==> config.mk <==
export PLATFORM = sky130hd
export DESIGN_NAME = tilelink_uart_tx
export DESIGN_NICKNAME = d
export VERILOG_FILES = /design/src/rtl/tilelink_uart_tx.sv
export SDC_FILE = /design/constraint.sdc
export NUM_CORES = 1
export LEC_CHECK = 0
export ABC_AREA = 0
export ABC_CLOCK_PERIOD_IN_PS = 7950
export CAP_MARGIN = 20
export CELL_PAD_IN_SITES_DETAIL_PLACEMENT = 0
export CELL_PAD_IN_SITES_GLOBAL_PLACEMENT = 1
export CORE_MARGIN = 2
export CORE_UTILIZATION = 30
export DETAILED_ROUTE_END_ITERATION = 12
export DONT_BUFFER_PORTS = 1
export PLACE_DENSITY = 0.61
export SYNTH_ARGS = -nofsm -noshare
export SYNTH_HDL_FRONTEND = slang
export SYNTH_SLANG_ARGS = --single-unit
==> constraint.sdc <==
create_clock -name clock -period 7.95 [get_ports clock]
set_input_delay 1.1925 -clock clock [delete_from_list [all_inputs] [get_ports clock]]
set_output_delay 1.1925 -clock clock [all_outputs]
set_load 0.02 [all_outputs]
==> src/rtl/tilelink_uart_tx.sv <==
// tilelink_uart_tx: TileLink-UL mapped 8N1 serial transmitter with a TX FIFO and programmable bit divisor.
// Define UART_TX_PARITY_EN to insert an even-parity bit between the data bits and the stop bit.
package tilelink_pkg;
  typedef struct packed {
    logic        a_valid;
    logic [2:0]  a_opcode;
    logic [2:0]  a_size;
    logic [7:0]  a_source;
    logic [31:0] a_address;
    logic [3:0]  a_mask;
    logic [31:0] a_data;
  } tilelink_a;

  typedef struct packed {
    logic        d_valid;
    logic [2:0]  d_opcode;
    logic [2:0]  d_size;
    logic [7:0]  d_source;
    logic        d_error;
    logic [31:0] d_data;
  } tilelink_d;
endpackage

module tilelink_uart_tx
  import tilelink_pkg::*;
#(
  parameter logic [31:0] addr_mask   = 32'hF000_0000,
  parameter logic [31:0] addr_tag    = 32'h4000_0000,
  parameter int          fifo_depth  = 8,
  parameter logic [15:0] default_div = 16'd16
) (
  input  logic      clock,
  input  logic      reset_in,
  input  tilelink_a tla,
  output tilelink_d tld,
  output logic      tx,
  output logic      irq_empty
);
  localparam int ptr_w = $clog2(fifo_depth);
  localparam int cnt_w = ptr_w + 1;
`ifdef UART_TX_PARITY_EN
  localparam logic parity_flag = 1'b1;
`else
  localparam logic parity_flag = 1'b0;
`endif

  // Handshake: a request is taken in any cycle a_valid is high (never back-pressured); each selected
  // request yields exactly one d_valid cycle next clock, and tld is all-zero otherwise for the OR-merge.

  typedef enum logic [2:0] {
    ST_IDLE,
    ST_START,
    ST_DATA,
`ifdef UART_TX_PARITY_EN
    ST_PARITY,
`endif
    ST_STOP
  } state_t;

  logic [7:0]       fifo_mem [fifo_depth];
  logic [ptr_w-1:0] wr_ptr, rd_ptr;
  logic [cnt_w-1:0] count;
  logic [15:0]      div_reg, div_latched, bit_timer, div_eff;
  logic [7:0]       shift;
  logic [2:0]       bit_idx;
  state_t           state;
`ifdef UART_TX_PARITY_EN
  logic             parity_bit;
`endif

  logic        sel, is_get, is_put, fifo_full, fifo_empty, push_req, push, pop;
  logic [1:0]  reg_off;
  logic [31:0] rd_data;
  logic        unused_bits;

  assign unused_bits = ^{tla.a_data[31:16], tla.a_mask[3:2]};

  always_comb begin
    sel        = tla.a_valid && ((tla.a_address & addr_mask) == addr_tag);
    reg_off    = tla.a_address[3:2];
    is_get     = (tla.a_opcode == 3'd4);
    is_put     = (tla.a_opcode == 3'd0) || (tla.a_opcode == 3'd1);
    fifo_full  = (count == cnt_w'(fifo_depth));
    fifo_empty = (count == '0);
    push_req   = sel && is_put && (reg_off == 2'd0) && tla.a_mask[0];
    push       = push_req && !fifo_full;
    pop        = (state == ST_IDLE) && !fifo_empty;
    div_eff    = (div_reg == 16'd0) ? 16'd1 : div_reg;
    rd_data    = '0;
    case (reg_off)
      2'd1:    rd_data = {16'd0, 8'(count), 4'd0, parity_flag, state != ST_IDLE, fifo_empty, fifo_full};
      2'd2:    rd_data = {16'd0, div_reg};
      default: rd_data = '0;
    endcase
  end

  always_ff @(posedge clock) begin
    if (push) fifo_mem[wr_ptr] <= tla.a_data[7:0];
  end

  always_ff @(posedge clock) begin
    if (!reset_in) begin
      wr_ptr <= '0;
      rd_ptr <= '0;
      count  <= '0;
    end else begin
      if (push) wr_ptr <= wr_ptr + 1'b1;
      if (pop)  rd_ptr <= rd_ptr + 1'b1;
      case ({push, pop})
        2'b10:   count <= count + 1'b1;
        2'b01:   count <= count - 1'b1;
        default: count <= count;
      endcase
    end
  end

  always_ff @(posedge clock) begin
    if (!reset_in) begin
      div_reg <= default_div;
    end else if (sel && is_put && (reg_off == 2'd2)) begin
      if (tla.a_mask[0]) div_reg[7:0]  <= tla.a_data[7:0];
      if (tla.a_mask[1]) div_reg[15:8] <= tla.a_data[15:8];
    end
  end

  always_ff @(posedge clock) begin
    if (!reset_in || !sel) begin
      tld <= '0;
    end else begin
      tld.d_valid  <= 1'b1;
      tld.d_source <= tla.a_source;
      tld.d_size   <= tla.a_size;
      tld.d_opcode <= is_get ? 3'd1 : 3'd0;
      tld.d_data   <= is_get ? rd_data : 32'd0;
      tld.d_error  <= !(is_get || is_put) || (push_req && fifo_full);
    end
  end

  // Every non-idle state lasts div_latched clocks; the timer reloads on each bit boundary.
  always_ff @(posedge clock) begin
    if (!reset_in) begin
      state       <= ST_IDLE;
      tx          <= 1'b1;
      shift       <= '0;
      bit_idx     <= '0;
      bit_timer   <= '0;
      div_latched <= 16'd1;
      irq_empty   <= 1'b1;
`ifdef UART_TX_PARITY_EN
      parity_bit  <= 1'b0;
`endif
    end else begin
      irq_empty <= fifo_empty && (state == ST_IDLE);
      if (state == ST_IDLE) begin
        if (pop) begin
          shift       <= fifo_mem[rd_ptr];
          div_latched <= div_eff;
          bit_timer   <= div_eff - 16'd1;
          bit_idx     <= '0;
          tx          <= 1'b0;
          state       <= ST_START;
`ifdef UART_TX_PARITY_EN
          parity_bit  <= ^fifo_mem[rd_ptr];
`endif
        end
      end else if (bit_timer != 16'd0) begin
        bit_timer <= bit_timer - 16'd1;
      end else begin
        bit_timer <= div_latched - 16'd1;
        case (state)
          ST_START: begin
            tx    <= shift[0];
            shift <= shift >> 1;
            state <= ST_DATA;
          end
          ST_DATA: begin
            if (bit_idx == 3'd7) begin
`ifdef UART_TX_PARITY_EN
              tx    <= parity_bit;
              state <= ST_PARITY;
`else
              tx    <= 1'b1;
              state <= ST_STOP;
`endif
            end else begin
              tx      <= shift[0];
              shift   <= shift >> 1;
              bit_idx <= bit_idx + 3'd1;
            end
          end
`ifdef UART_TX_PARITY_EN
          ST_PARITY: begin
            tx    <= 1'b1;
            state <= ST_STOP;
          end
`endif
          ST_STOP: state <= ST_IDLE;
          default: begin
            tx    <= 1'b1;
            state <= ST_IDLE;
          end
        endcase
      end
    end
  end
endmodule

Yosys cells after proc, flatten, opt, wreduce, memory -nomap -nowiden
Memories as Yosys holds them, arrays and structs flattened. A register that Yosys moved wholly into a read port is not among the register bits.
Cells that the tools add are included.

word-level totals
  register bits = 122
  memory bits (writable) = 64
  input bits = 85
  word-level logic and storage cells = 115
  memories = 1

cells by class
  add/sub/neg operators = 8
  eq/ne operators = 18
  muxes and demuxes = 33
  bitwise operators = 1
  reductions and logical operators = 36

memory list
  name      words  width  read ports  clocked after Yosys merged registers in  write ports  line  RTL
  fifo_mem  8      8      1           1                                        1            60    logic [7:0] fifo_mem [fifo_depth];

operator list
  cell                                                                    number
  16-bit 2-to-1 mux                                                       4
  48-bit 2-to-1 mux                                                       1
  16-bit by 1-bit subtractor with 16-bit output (second input constant)   3
  3-bit 2-to-1 mux                                                        11
  32-bit 2-to-1 mux                                                       1
  8-bit 2-to-1 mux                                                        4
  16-bit one-hot mux with 2 select lines                                  1
  16-bit zero test                                                        1
  8-bit one-hot mux with 2 select lines                                   1
  16-bit nonzero test                                                     1
  3-bit by 1-bit adder with 3-bit output (second input constant)          3
  1-bit logical AND                                                       9
  2-bit != test (second input constant)                                   4
  4-bit one-hot mux with 2 select lines                                   1
  4-bit AND reduction                                                     2
  1-bit 2-to-1 mux                                                        7
  3-bit by 1-bit equality test with 1-bit output (second input constant)  2
  3-bit by 2-bit equality test with 1-bit output (second input constant)  2
  3-bit equality test (second input constant)                             2
  3-bit zero test                                                         2
  3-bit != test (second input constant)                                   2
  3-bit one-hot mux with 2 select lines                                   1
  2-bit AND reduction                                                     3
  3-bit AND reduction                                                     2
  15 further kinds                                                        26

Longest topological paths before layout
  depth in word-level cells = 8
  depth in mapped cells = 15
  depth with buffers taken out = 12

Worst setup path before layout
No wires, ideal clock.

  path kind = input-to-reg
  from = input port tla[65] (netlist bit)
  to = register count[2]
  arrival = 3,681 ps
  path slack = 4,198 ps
  stages = 12
  buffers on the path = 1
  cell sequence = or3_1 > nor4_1 > and3_1 > clkbuf_1 > inv_1 > ha_1 > xor2_1 > ha_1 > a21oi_1 > xor2_1 > or3_1 > a21oi_1

on the way
  cells in the longest elaborated chain, start to end = 8
  elaborated cells between the ends (all ways) = 10
  those cells by class = eq/ne: 3; mux: 1; reduce/logical: 6

ends and longest elaborated chain
  what                                                                                          line  RTL
  start: declaration                                                                            34    input tilelink_a tla,
  4-bit by 3-bit equality test with 1-bit output *                                              79    sel = tla.a_valid && ((tla.a_address & addr_mask) == addr_tag);
  1-bit logical AND *                                                                           79
  1-bit logical AND * (3 in series)                                                             85    push_req = sel && is_put && (reg_off == 2'd0) && tla.a_mask[0];
  1-bit logical AND *                                                                           86    push = push_req && !fifo_full;
  2-bit by 1-bit equality test with 1-bit output / 2-bit equality test (equally long branches)  109   case ({push, pop})
  4-bit one-hot mux with 2 select lines / 2-bit nonzero test (equally long branches)            -
  end signal: assignment                                                                        110   2'b10: count <= count + 1'b1;
  end signal: assignment                                                                        111   2'b01: count <= count - 1'b1;
  end signal: assignment                                                                        112   default: count <= count;
  end: declaration                                                                              62    logic [cnt_w-1:0] count;

Every way passes the cells marked *; elsewhere a longest branch is shown, timed or not.
A chain may end at the register's enable or synchronous reset.

Final worst setup path
Same ends and word-level chain as after synthesis.

==> impl_metrics.ini <==
[global_routing]
overflow = 0
grt_busiest_layer = met2
grt_pass1_wl_um = 27800
antenna_found_initial = 0
track_usage = 0.136
met3_usage = 0.0347
use_met1 = 0.177
grt_pass1_vias = 5067
grt_start_max_net_pins = 66
grt_util_met2 = 0.226

[floorplanning]
dieArea_um2 = 26100
die_y_um = 162
die_x_um = 162
start_util = 0.306
num_rows = 57
fp.coreArea_um2 = 24400
ioPinCount = 135

[sta]
fin_ws_ns = 4.24
final-setup-viol-count = 0
fin_crit_sh = 0.466
finalSetupTns_ns = 0
hold_viol_final = 0
clock.fmax_mhz = 270
tightestPinTransition_ns = 0.946
slew_headroom = 0.364
rsz0062_at_grt = false
report.final.slew_viol_count = 0
min_period_ns = 3.71
skew_ns = 0.0143

[yosys]
synth_edf_count = 64
ys_types = 68
postSynthCellCount = 675
synth_common_cells = dfxtp_1 (106), nand2_1 (71), edfxtp_1 (64)
ys_seq_area_frac = 0.542
synth_area_um2 = 7460
synth_area_leaders = dfxtp_1 (28%), edfxtp_1 (26%), mux4_2 (4.8%)
synth-main-ff-cell = dfxtp_1
synthArstFlopShare = 0
yosys.area.top_type = dfxtp_1
post-synth-top-area-fraction = 0.284
yosys.cell_count.top_type = dfxtp_1
ys_ff_latch = 170
avgSynthCellArea_um2 = 11.1
ys_warn_count = 0

[clock_network]
clk_latency_ns = 0.43
cts-root-buf = clkbuf_16
cts_buffers = 17
postCtsResizedCells = 0
clkTransAtPathRegs_ns = 0.07
postCtsSetupBuffers = 0
clock_path_buffers = 2
cts_hold_buf = 0
htreeDepth = 4
cts_tree = done
cts_sinks = 170

[routing]
wl_um = 17400
vias = 4955
via_per_inst = 4.95
drtIter0Drc = 294
post_drt_wl_per_cell_um = 17.4
drc = 0
detail-route-antenna-nets = 0
drtPass1Iterations = 4

[critical_path]
path_max_fanout = 7
cp_slowest_cell = nor4_1
cp_top_family = simple AND/OR/NAND/NOR gates
crit_arrival_ns = 4.06
end_kind = flip-flop
regToRegSetupSlack_ns = 4.33
worstSetupPathType = input pin to flip-flop
required_ns = 8.31
ff2ff_path_depth = 11
critPathLaunch = tla[65]
cp-start-kind = input pin
r2r_start = state[0]
crit_path_cell_trace = or3_1, nor4_1, and3_1, inv_1, ha_1, xor2_1, ha_1, a21oi_1, xor2_1, or3_1, a21oi_1
crit_buf_inv = 1
cp_slowest_stage_delay_ns = 0.56
r2r-end = bit_timer[10]

[layout]
largest-register = fifo_mem
top_regs = fifo_mem (64), tld (30)
drive_above_1_share = 0.121
largest_reg_flops = 64
finalNetCount = 766
synthToLayoutAreaGrowth_pct = 11.3
diodes = 0

[flow_run]
maxCapViolCount = 0

[power]
power_density_nw_per_um2 = 312
ir_worst_vdd_mv = 0.273
p_leak_uw = 0.00297

[min_path]
hold_path_depth = 2
hold_path.class = flip-flop to flip-flop
whs_endpoint = div_latched[14]
min_from = div_latched[14]

[place]
hpwl_um = 11900
portBuffers = 0
pre_cts_ws_ns = 3.83
globalplace.congestion = 0.760

[outcome]
outcome = finished, final reports clean
## worst max path at each step
stage                     cells past startpoint  endpoint  slack (ns)
after CTS                                    11  count[2]        4.27
after global placement                       11  count[2]        3.86
final                                        11  count[2]        4.24
after detailed placement                     11  count[2]        3.83
after floorplan                              12  count[2]        4.20
after global routing                         11  count[2]        3.98
## layout make-up
| type | count | area (µm²) |
|---|---|---|
| Fill cell | 2437 | 16100 |
| Sequential cell | 170 | 4040 |
| Multi-Input combinational cell | 453 | 3130 |
| Clock buffer | 17 | 425 |
| Tap cell | 324 | 405 |
| Clock inverter | 15 | 168 |
| Timing Repair Buffer | 10 | 82.6 |
| Inverter | 13 | 48.8 |
## kinds of logic after synthesis
family	count (synthesis)	synth area share
adder cells (fa/ha/maj)	16	0.0268
AND/OR/NAND/NOR	224	0.148
buffers and inverters	69	0.0478
other	1	0.000503
multiplexers	47	0.0907
XOR/XNOR	13	0.0153
flip-flops	170	0.542
AO/OA/AOI/OAI	135	0.129
## report_power, final
group	internal, µW	total (µW)	switching [µW]	leakage [µW]
registers	953	1010	59.3	0.00143
clock network	450	829	380	0.000293
logic	242	748	506	0.00125
total	1640	2590	946	0.00297
## per-stage QoR
stage,utilization,hold WS (ns),total power [µW],std cells,area [µm²]
after detailed placement,0.315,0.449,1770,969,7690
after global placement,0.315,0.445,1760,969,7690
after floorplan,-,0.432,1660,692,7520
after global routing,0.340,0.479,2730,1002,8300
final,0.340,0.459,2590,1002,8300
after CTS,0.340,0.458,2600,1001,8290
## worst reg2reg max path, cell delays in order, from the launching register on
cell,delay [ns]
dfxtp_1,0.36
inv_1,0.11
ha_2,0.16
buf_4,0.53
inv_1,0.50
o21ai_0,0.29
ha_1,0.29
inv_1,0.10
a311oi_4,0.37
or4b_1,0.53
xnor2_1,0.15
o21ai_0,0.15
## cells in the final DEF, fill, tap and decap left out, types with 3 or more instances in the layout
cell type    n
mux2_2       5
nor3_1      12
a31oi_1      4
and2_1      17
buf_4        9
nor2_1      56
xor2_1       7
a21o_1       3
nand4_1      5
ha_1        15
xnor2_1      6
nor4_2       5
nor4_1       6
and3_1      13
o211ai_1    10
nand2_1     71
o21ai_0     18
nand2b_1     7
edfxtp_1    64
clkinv_1     3
inv_8        7
mux2i_1     26
nand3_1     16
conb_1      18
dfxtp_1    106
a22oi_1      8
inv_1       12
a211oi_1    12
a211o_1      4
mux4_2      16
clkbuf_16   17
or3_1        6
a21oi_1     48
## per-layer routing
| layer | vias up | wire, µm |
|---|---|---|
| met3 | 13 | 919 |
| met1 | 2402 | 7910 |
| met5 | - | 0 |
| li1 | 2411 | - |
| met4 | 0 | 161 |
| met2 | 129 | 8420 |
Note: power is estimated with default switching activity, not from simulation.
